<file path="src/rtl/ex2_sad_min_tracker_pkg.sv">
// Shared custom-instruction definitions for the EX2 SAD minimum tracker:
// search FSM encoding and the SAD reset value.
package ex2_sad_min_tracker_pkg;

    typedef enum logic [1:0] {
        IDLE  = 2'd0,
        ACCUM = 2'd1,
        DONE  = 2'd2
    } state_t;

    localparam logic [31:0] SAD_INIT = 32'hFFFF_FFFF;

endpackage

</file>
<file path="src/rtl/ex2_sad_min_tracker_sad_compare.sv">
// Unsigned 32-bit less-than used to decide whether a candidate beats the
// current best SAD.
module sad_compare (
    input  logic [31:0] a,
    input  logic [31:0] b,
    output logic        lt
);

    assign lt = (a < b);

endmodule

</file>
<file path="src/rtl/ex2_sad_min_tracker.sv">
// Tracks the minimum SAD and its window coordinates over a search of
// NumCand candidates coming out of the EX2 stage.
module ex2_sad_min_tracker
    import ex2_sad_min_tracker_pkg::*;
(
    input  logic        Clk,
    input  logic        Reset,
    input  logic        Start,
    input  logic [15:0] NumCand,
    input  logic        SadValid,
    input  logic [31:0] Sad_EX2,
    input  logic [31:0] OutX_EX2,
    input  logic [31:0] OutY_EX2,
    input  logic        ResultReady,
    output logic        ResultValid,
    output logic [31:0] BestSad,
    output logic [31:0] BestX,
    output logic [31:0] BestY,
    output logic [15:0] CandCount,
    output logic        Busy
);

    // Handshake: the result transfers on the edge where ResultValid and
    // ResultReady are both high; until then ResultValid and the Best* outputs
    // hold, and the transfer edge returns the FSM to IDLE.

    state_t      state;
    logic [15:0] num_cand_q;
    logic        sad_lt;
    logic [15:0] cand_next;

    sad_compare u_sad_compare (
        .a  (Sad_EX2),
        .b  (BestSad),
        .lt (sad_lt)
    );

    assign cand_next   = CandCount + 16'd1;
    assign ResultValid = (state == DONE);
    assign Busy        = (state == ACCUM);

    always_ff @(posedge Clk or posedge Reset) begin
        if (Reset) begin
            state      <= IDLE;
            BestSad    <= SAD_INIT;
            BestX      <= 32'd0;
            BestY      <= 32'd0;
            CandCount  <= 16'd0;
            num_cand_q <= 16'd0;
        end else begin
            case (state)
                IDLE, ACCUM: begin
                    if (Start) begin
                        BestSad    <= SAD_INIT;
                        BestX      <= 32'd0;
                        BestY      <= 32'd0;
                        CandCount  <= 16'd0;
                        num_cand_q <= NumCand;
                        state      <= (NumCand == 16'd0) ? DONE : ACCUM;
                    end else if (state == ACCUM && SadValid) begin
                        // Strict less-than keeps the earliest candidate on ties.
                        CandCount <= cand_next;
                        if (sad_lt) begin
                            BestSad <= Sad_EX2;
                            BestX   <= OutX_EX2;
                            BestY   <= OutY_EX2;
                        end
                        if (cand_next == num_cand_q)
                            state <= DONE;
                    end
                end
                DONE: begin
                    if (ResultReady)
                        state <= IDLE;
                end
                default: state <= IDLE;
            endcase
        end
    end

endmodule
</file>
<file path="config.mk">
export PLATFORM = sky130hd
export DESIGN_NAME = ex2_sad_min_tracker
export DESIGN_NICKNAME = d
export VERILOG_FILES = /design/src/rtl/ex2_sad_min_tracker_pkg.sv /design/src/rtl/ex2_sad_min_tracker_sad_compare.sv /design/src/rtl/ex2_sad_min_tracker.sv
export SDC_FILE = /design/constraint.sdc
export NUM_CORES = 1
export LEC_CHECK = 0
export BUFFER_PORTS_ARGS = -buffer_cell sky130_fd_sc_hd__buf_4
export CAP_MARGIN = 0
export CORE_MARGIN = 4
export CORE_UTILIZATION = 45
export CTS_CLUSTER_DIAMETER = 100
export DETAILED_ROUTE_END_ITERATION = 10
export PLACE_DENSITY = 0.76
export SYNTH_ARGS = -nofsm -noshare
export SYNTH_HDL_FRONTEND = slang
export SYNTH_SLANG_ARGS = --single-unit
</file>
<file path="constraint.sdc">
create_clock -name Clk -period 3.8 [get_ports Clk]
set_clock_uncertainty 0.15 [all_clocks]
set_input_delay 0.19 -clock Clk [delete_from_list [all_inputs] [get_ports Clk]]
set_output_delay 0.19 -clock Clk [all_outputs]
set_load 0.02 [all_outputs]
</file>
# == Yosys cells after proc, flatten, opt, wreduce, memory -nomap -nowiden ==
# Index checks and enable logic that the tools add are counted.
# classes
add_sub_neg,1
order_cmp,1
eq_ne,6
mux,17
n_reduce_logical,10
# ops
op,n
32-bit two-way mux,9
32-bit less-than comparator,1
16-bit two-way mux,2
16-bit by 1-bit adder with 16-bit output (second input constant),1
16-bit == test,1
16-bit zero test,1
2-bit two-way mux,5
3-bit inequality test (second input constant),2
3-bit AND reduction,2
2-bit one-hot mux with 2 select lines,1
2-bit AND reduction,2
2-bit nonzero test,2
2-bit by 1-bit == test with 1-bit output (second input constant),1
2-bit == test (second input constant),1
2-bit zero test,1
2-bit inequality test (second input constant),1
2-bit OR reduction,1
1-bit logical AND,1
# word_totals
reg_bits,130
in_bits,117
output_inout_bits,114
word_cells,41

# == Depth between registers and ports, before layout ==
# Gate-level depths: netlist of run 1.
# logic_depth
depth_word,6
mapped_depth,9
depth_no_buf,8

# == By module ==
# From an unflattened synthesis of run 1, not the netlist that was laid out.
# unflattened
cells_unflattened,739
hier_area_um2,6782.8
# modules_own_cells
module,instances,cells_per_inst,area_each_um2,seq_area_each_um2
ex2_sad_min_tracker,1,629,5984.5,3293.2
sad_compare,1,110,798.3,0.0

# == Worst setup path after synthesis of run 1 ==
# OpenSTA, ideal clock, no wires.
# synth_path
path_type,reg-to-reg
start,reg BestSad[27]
end,reg BestX[0]
setup_ns,0.122
arrival_time_ns,2.442
required_time_ns,3.528
setup_slack_ns,1.087
path_stages_with_launch,10
n_path_buf,1
period_less_slack_ns,2.713
cell_sequence,dfstp_2 inv_1 ha_1 a21oi_1 o21ai_0 a221oi_1 o22a_1 o211ai_1 clkbuf_1 a32o_1
# synth_via
elab_chain_cells,3
# synth_lines
item,line,rtl
start: declaration,ex2_sad_min_tracker.sv:16,"output logic [31:0] BestSad,"
start signal: assignment,ex2_sad_min_tracker.sv:45,BestSad <= SAD_INIT;
start signal: assignment,ex2_sad_min_tracker.sv:54,BestSad <= SAD_INIT;
start signal: assignment,ex2_sad_min_tracker.sv:64,BestSad <= Sad_EX2;
32-bit less-than comparator,ex2_sad_min_tracker_sad_compare.sv:9,assign lt = (a < b);
2-bit nonzero test (no source line),n/a,
3-bit AND reduction (no source line),n/a,
end signal: assignment,ex2_sad_min_tracker.sv:65,BestX <= OutX_EX2;
end: declaration,ex2_sad_min_tracker.sv:17,"output logic [31:0] BestX,"
# No other way between the ends.
# A chain may end at the register's enable or synchronous reset.

# == Final worst setup path of run 1 ==
# layout_path
start,reg BestSad[27]
end,reg BestY[20]
# layout_via
elab_chain_cells,3
# layout_lines
item,line,rtl
32-bit less-than comparator,ex2_sad_min_tracker_sad_compare.sv:9,
2-bit nonzero test (no source line),n/a,
3-bit AND reduction (no source line),n/a,
end signal: assignment,ex2_sad_min_tracker.sv:66,BestY <= OutY_EX2;
end: declaration,ex2_sad_min_tracker.sv:18,"output logic [31:0] BestY,"
# No other way between the ends.

==> results.cfg, run 1 <==
[run_status]
status = finished clean

[placement]
dpl.cell_count = 941
dp_hpwl_um = 13860
globalplace.congestion = 0.8804
io_buffers = 230

[die]
ios = 231
dieArea_sq_mm = 0.01656
core_area_sq_mm = 0.01410
die-height_um = 128.7
die_w_um = 128.7
rows = 43
initial_utilization = 0.4650

[finish]
regArea_sq_mm = 0.003293
area.growth.synth_to_final_pct = 53.33
multi_input_area_sq_mm = 0.002902
drive_gt1_frac = 0.3620
layout.nets = 1042
n_antenna_cell = 0
fin_cells = 1086
nFillCells = 953

[pwr]
clock_power_share = 0.295
ir_drop_mv = 0.4967
p_sw_frac = 0.3491
powerDensity_mw_per_mm2 = 530.5
power.internal_uw = 3471
power_frac_seq = 0.361
power_switching_uw = 1861
p_total_uw = 5332
comb_power_share = 0.344
total_leakage_power_uw = 0.004664

[logic_synthesis]
synth_warnings = 0
ys_seq_area_frac = 0.5024
netlist_instances = 572
ys_ff_latch = 130
syn_area_sq_mm = 0.006555
synth_nets = 721
synthTopCellsByArea = dfrtp_1 37%, dfstp_2 13%, a32o_1 9.8%
synth_flop_cell = dfrtp_1
yosys.area.top_type = dfrtp_1
synth_area_per_cell_sq_um = 11.46
synth-async-reset-ratio = 1.000
synth_most_common_cell = dfrtp_1
synth_top_area_frac = 0.3741
synth_edf_count = 0
netlist_top_cells_count = 98 x dfrtp_1, 64 x a32o_1, 37 x inv_1
ys_types = 63

[routing]
vias_per_cell = 5.831
wl_per_cell_um = 19.94
first_pass_iters = 5
ant_nets = 0
drtIter0Drc = 442
wl_um = 21650
post-route-drc-count = 0
vias = 6332

[critical_path]
critPathMaxFanout = 64
cp.arrival_ns = 3.45
crit_path_end_kind = register
start_kind = register
critPathKind = reg -> reg
critical_path_required_ns = 3.99

[clock_network]
htreeDepth = 4
cts.sinks = 130
numCtsBuffers = 17
cts_tree = yes
clk_pin_slew_ns = 0.06
postCtsResizedCells = 0
root_buffer = clkbuf_16
cts_buffer_depth = 2
clkLatencyLatePin_ns = 0.42

[global_route]
grt_max_degree = 68
track_usage = 0.2604
grt_pass1_vias = 6594
grt_pass1_wl_um = 34240
overflow = 0
antenna_found_initial = 0

[timing]
slew_violations = 0
finalCriticalPeriod_ns = 3.263
setup_tns_ns = 0
tightest_slew_ns = 0.8723
setup_viol = 0
whs_ns = 0.05230
fmaxAchievable_ghz = 0.3065
hold_viol = 0
relSlewSlack = 0.4185
rsz0062_at_grt = no
min_period_over_period = 0.8587

[worst_hold_path]
hold_path_class = in -> reg

[run]
cap_violations = 0
power by group through the flow:
stage	logic [uW]	registers (uW)	clock network, uW
after floorplan	713	2210	0
after global placement	1670	1910	0
after detailed placement	1720	1930	0
after CTS	1820	1910	1590
after global routing	1970	1960	1660
final	1830	1930	1570
critical path, stage by stage, from the launching register on:
cell      delay (ns)
dfstp_2         0.55
inv_1           0.05
ha_1            0.28
a21oi_1         0.13
o21ai_0         0.10
a221oi_1        0.58
nand3_1         0.26
o211ai_4        0.22
buf_4           0.57
a32o_1          0.30
worst paths after layout:
check | from | to | slack [ns] | depth (start not counted)
max | BestSad[27]$_DFFE_PP1P_ | BestY[20]$_DFFE_PP0P_ | 0.54 | 9
min reg2reg | BestY[12]$_DFFE_PP0P_ | BestY[12]$_DFFE_PP0P_ | 0.34 | 1
max reg2reg | BestSad[27]$_DFFE_PP1P_ | BestY[20]$_DFFE_PP0P_ | 0.54 | 9
min in group asynchronous | Reset | BestX[29]$_DFFE_PP0P_ | 0.36 | 3
max in group asynchronous | Reset | BestSad[23]$_DFFE_PP1P_ | 2.22 | 4
min | ResultReady | state[1]$_DFFE_PP0P_ | 0.05 | 4
cell type report:
cell class / instances / share of cell area
multi-input cells: 357 / 0.2887
clock inverters: 13 / 0.01270
repair buffers: 349 / 0.2901
inverters: 38 / 0.01444
flip-flops and latches: 130 / 0.3276
clock buffers: 19 / 0.04407
well taps: 180 / 0.02241
cell families (layout without fill, tap and decap cells):
logic type	after synthesis	count (layout)	synth area share
buffers and inverters	85	419	0.05631
AOI/OAI and AO/OA	179	179	0.2323
muxes	19	19	0.03207
DFF	130	130	0.5024
and+or+nand+nor	110	110	0.09315
xor gates and xnor gates	17	17	0.02272
adders and majority gates	32	32	0.06108
cell usage in the layout, fill, tap and decap left out, drive strengths merged, types with 4 or more instances in the layout:
master       netlist  routed
buf               23     236
dlygate4sd3        0     113
dfrtp             98      98
a32o              64      64
inv               37      42
dfstp             32      32
o32a              32      32
ha                32      32
o21ai             25      25
nand2             22      22
clkbuf            24      19
nor2              18      18
nand3             17      17
mux2              16      16
a21oi             14      14
nand4             12      12
o31ai             10      10
nor4              10      10
xnor2              9       9
xor2               8       8
nand2b             5       5
a31oi              5       5
clkinvlp           0       5
nor3               4       4
per-layer routing:
metal / routed length (um) / vias up / GRT usage
met2: 10640 / 304 / 0.4323
met4: 512 / 0 / 0.08833
met5: 0 / - / 0
met1: 8436 / 3116 / 0.3139
met3: 2063 / 46 / 0.09589
li1: - / 2866 / -
through the flow:
| step | area, sq um | util | worst slack (ns) |
|---|---|---|---|
| after global placement | 8349 | 0.5923 | 0.7397 |
| after floorplan | 6555 | - | 0.04361 |
| after detailed placement | 8349 | 0.5923 | 0.5957 |
| after global routing | 10050 | 0.7130 | 0.3821 |
| after CTS | 10050 | 0.7130 | 0.5477 |
| final | 10050 | 0.7130 | 0.5368 |
flip-flops by register name (all words and copies together) (netlist names):
name        count
num_cand_q     16
BestY          32
BestX          32
BestSad        32
CandCount      16
state           2
repair_timing:
action | in CTS | in global routing
hold endpoints to repair | 175 | 0
hold buffers | 113 | 0
setup buffers | 0 | 0
Power figures use the tool's default switching activity.
==> run 2: changes to the inputs <==
Settings changed: REMOVE_ABC_BUFFERS set to 1.
==> run 2 against run 1 <==
  * Clock power increased by 12%
  * Global-route usage up 0.52 points
  * Design area is 0.75% higher
  * Critical endpoint is now BestX[31]$_DFFE_PP0P_
  * Worst hold slack got worse by 0.017 ns
  * Final cell count is 0.18% higher
  * Largest power group unchanged
  * Highest routed layer unchanged
  * Sequential share of layout area is 0.24 points lower
  * Count of clock-buffer cells in the layout rose by 1
  * Fmax decreased by 0.27%
  * Sequential power is essentially flat
  * First-iteration DRC count is 21% higher
==> results.cfg, run 2 (synthesis gave the netlist of run 1 again) <==
[worst_hold_path]
hold_path_class = in -> reg
hold_start = Start
worstHoldPathCells = 3
hold_end = state[1]$_DFFE_PP0P_

[routing]
post-route-drc-count = 0
ant_nets = 0
wl_um = 22110
first_pass_iters = 5
met1_length_um = 8413
vias_per_cell = 5.881
top_layer = met4
drtIter0Drc = 533
wl_met3_um = 2077
wl_met2_um = 10970
vias = 6399
wl_per_cell_um = 20.32

[finish]
layout.nets = 1043
final_cell_mix = 236 x buf_4, 113 x dlygate4sd3_1, 98 x dfrtp_1
nFillCells = 906
final_util = 0.7184
largestRegisters = BestSad: 32 flops, BestX: 32 flops, BestY: 32 flops
area.growth.synth_to_final_pct = 54.48
drive_gt1_frac = 0.3627
layout_commonest_cell = buf_4

[critical_path]
cp.arrival_ns = 3.46
critPathMaxFanout = 64
r2r_cells = 9
reg2reg_from = BestSad[30]$_DFFE_PP1P_
crit_path_end_kind = register
timing.rr.end = BestX[31]$_DFFE_PP0P_
critical_path_required_ns = 3.99
critPathKind = reg -> reg
start_kind = register
r2r_slack_ns = 0.53

[clock_network]
postCtsResizedCells = 0
cts_tree = yes
root_buffer = clkbuf_16
cts_buffer_depth = 2
cts.sinks = 130
clkLatencyLatePin_ns = 0.41
htreeDepth = 4
numCtsBuffers = 17
clk_pin_slew_ns = 0.06

[placement]
dpl_worst_slack_ns = 0.6385
dp_hpwl_um = 13800
globalplace.congestion = 0.8664
io_buffers = 230

[timing]
rsz0062_at_grt = no
hold_viol = 0
slew_violations = 0
tightest_slew_ns = 0.8983
finalCriticalPeriod_ns = 3.272
fmaxAchievable_ghz = 0.3056
relSlewSlack = 0.4011
setup_slack_ns = 0.5279
min_period_over_period = 0.8611
setup_viol = 0
whs_ns = 0.03528

[global_route]
grt_max_degree = 75
grt_pass1_wl_um = 34760
overflow = 0
grt_pass1_vias = 6557
antenna_found_initial = 1
track_usage = 0.2656

[die]
dieArea_sq_mm = 0.01656
initial_utilization = 0.4650
rows = 43
ios = 231
die-height_um = 128.7
core_area_sq_mm = 0.01410
die_w_um = 128.7

[run_status]
status = finished clean

[run]
cap_violations = 0

[pwr]
powerDensity_mw_per_mm2 = 546.1
ir_drop_mv = 0.3993
total_leakage_power_uw = 0.004707
[run 2: area by class of cell]
cell class	count	area, sq um	area share
sequential	130	3293	0.3252
clock inverter	12	178.9	0.01767
multi-input combinational	357	2902	0.2865
timing repair buffer	350	2923	0.2886
tap	180	225.2	0.02224
inverter	38	145.1	0.01433
antenna	1	2.502	0.0002471
clock buffer	20	456.7	0.04510
[run 2: through the flow]
stage	setup TNS (ns)	power (uW)	instance area, sq um	cells
final	0	5530	10130	1088
after global routing	0	5780	10130	1088
after CTS	0	5510	10120	1087
after detailed placement	0	3640	8357	942
after global placement	0	3585	8357	942
after floorplan	-30.05	2867	6329	525
[run 2: critical path: stages (launching register included)]
cell,delay (ns)
dfstp_2,0.55
inv_1,0.04
ha_1,0.32
a21oi_1,0.16
nand2_1,0.07
a221oi_1,0.53
nand3_1,0.25
o211ai_4,0.20
buf_4,0.56
a32o_1,0.32
[run 2: routing by layer]
metal	track usage	up-vias
li1	-	2875
met1	0.3202	3108
met2	0.4399	353
met3	0.08800	63
met4	0.1062	0
met5	0	-
[run 2: power by group]
part / switching, uW / internal [uW]
Sequential: 211 / 1710
Clock: 628 / 1130
Combinational: 1010 / 831
Total: 1850 / 3680
[run 2: worst max path at each step]
stage / to / slack, ns / cells after the start / startpoint
floorplan: BestX[0]$_DFFE_PP0P_ / -0.47 / 7 / BestSad[30]$_DFFE_PP1P_
global placement: BestY[8]$_DFFE_PP0P_ / 0.81 / 9 / BestSad[27]$_DFFE_PP1P_
detailed placement: BestX[3]$_DFFE_PP0P_ / 0.64 / 9 / BestSad[27]$_DFFE_PP1P_
CTS: BestY[30]$_DFFE_PP0P_ / 0.63 / 9 / BestSad[27]$_DFFE_PP1P_
global route: BestX[31]$_DFFE_PP0P_ / 0.35 / 9 / BestSad[30]$_DFFE_PP1P_
finish: BestX[31]$_DFFE_PP0P_ / 0.53 / 9 / BestSad[30]$_DFFE_PP1P_
[run 2: repair_timing]
action / CTS / global route
hold buffers: 113 / 0
endpoints found under the hold margin: 136 / 0
setup buffers: 0 / 0
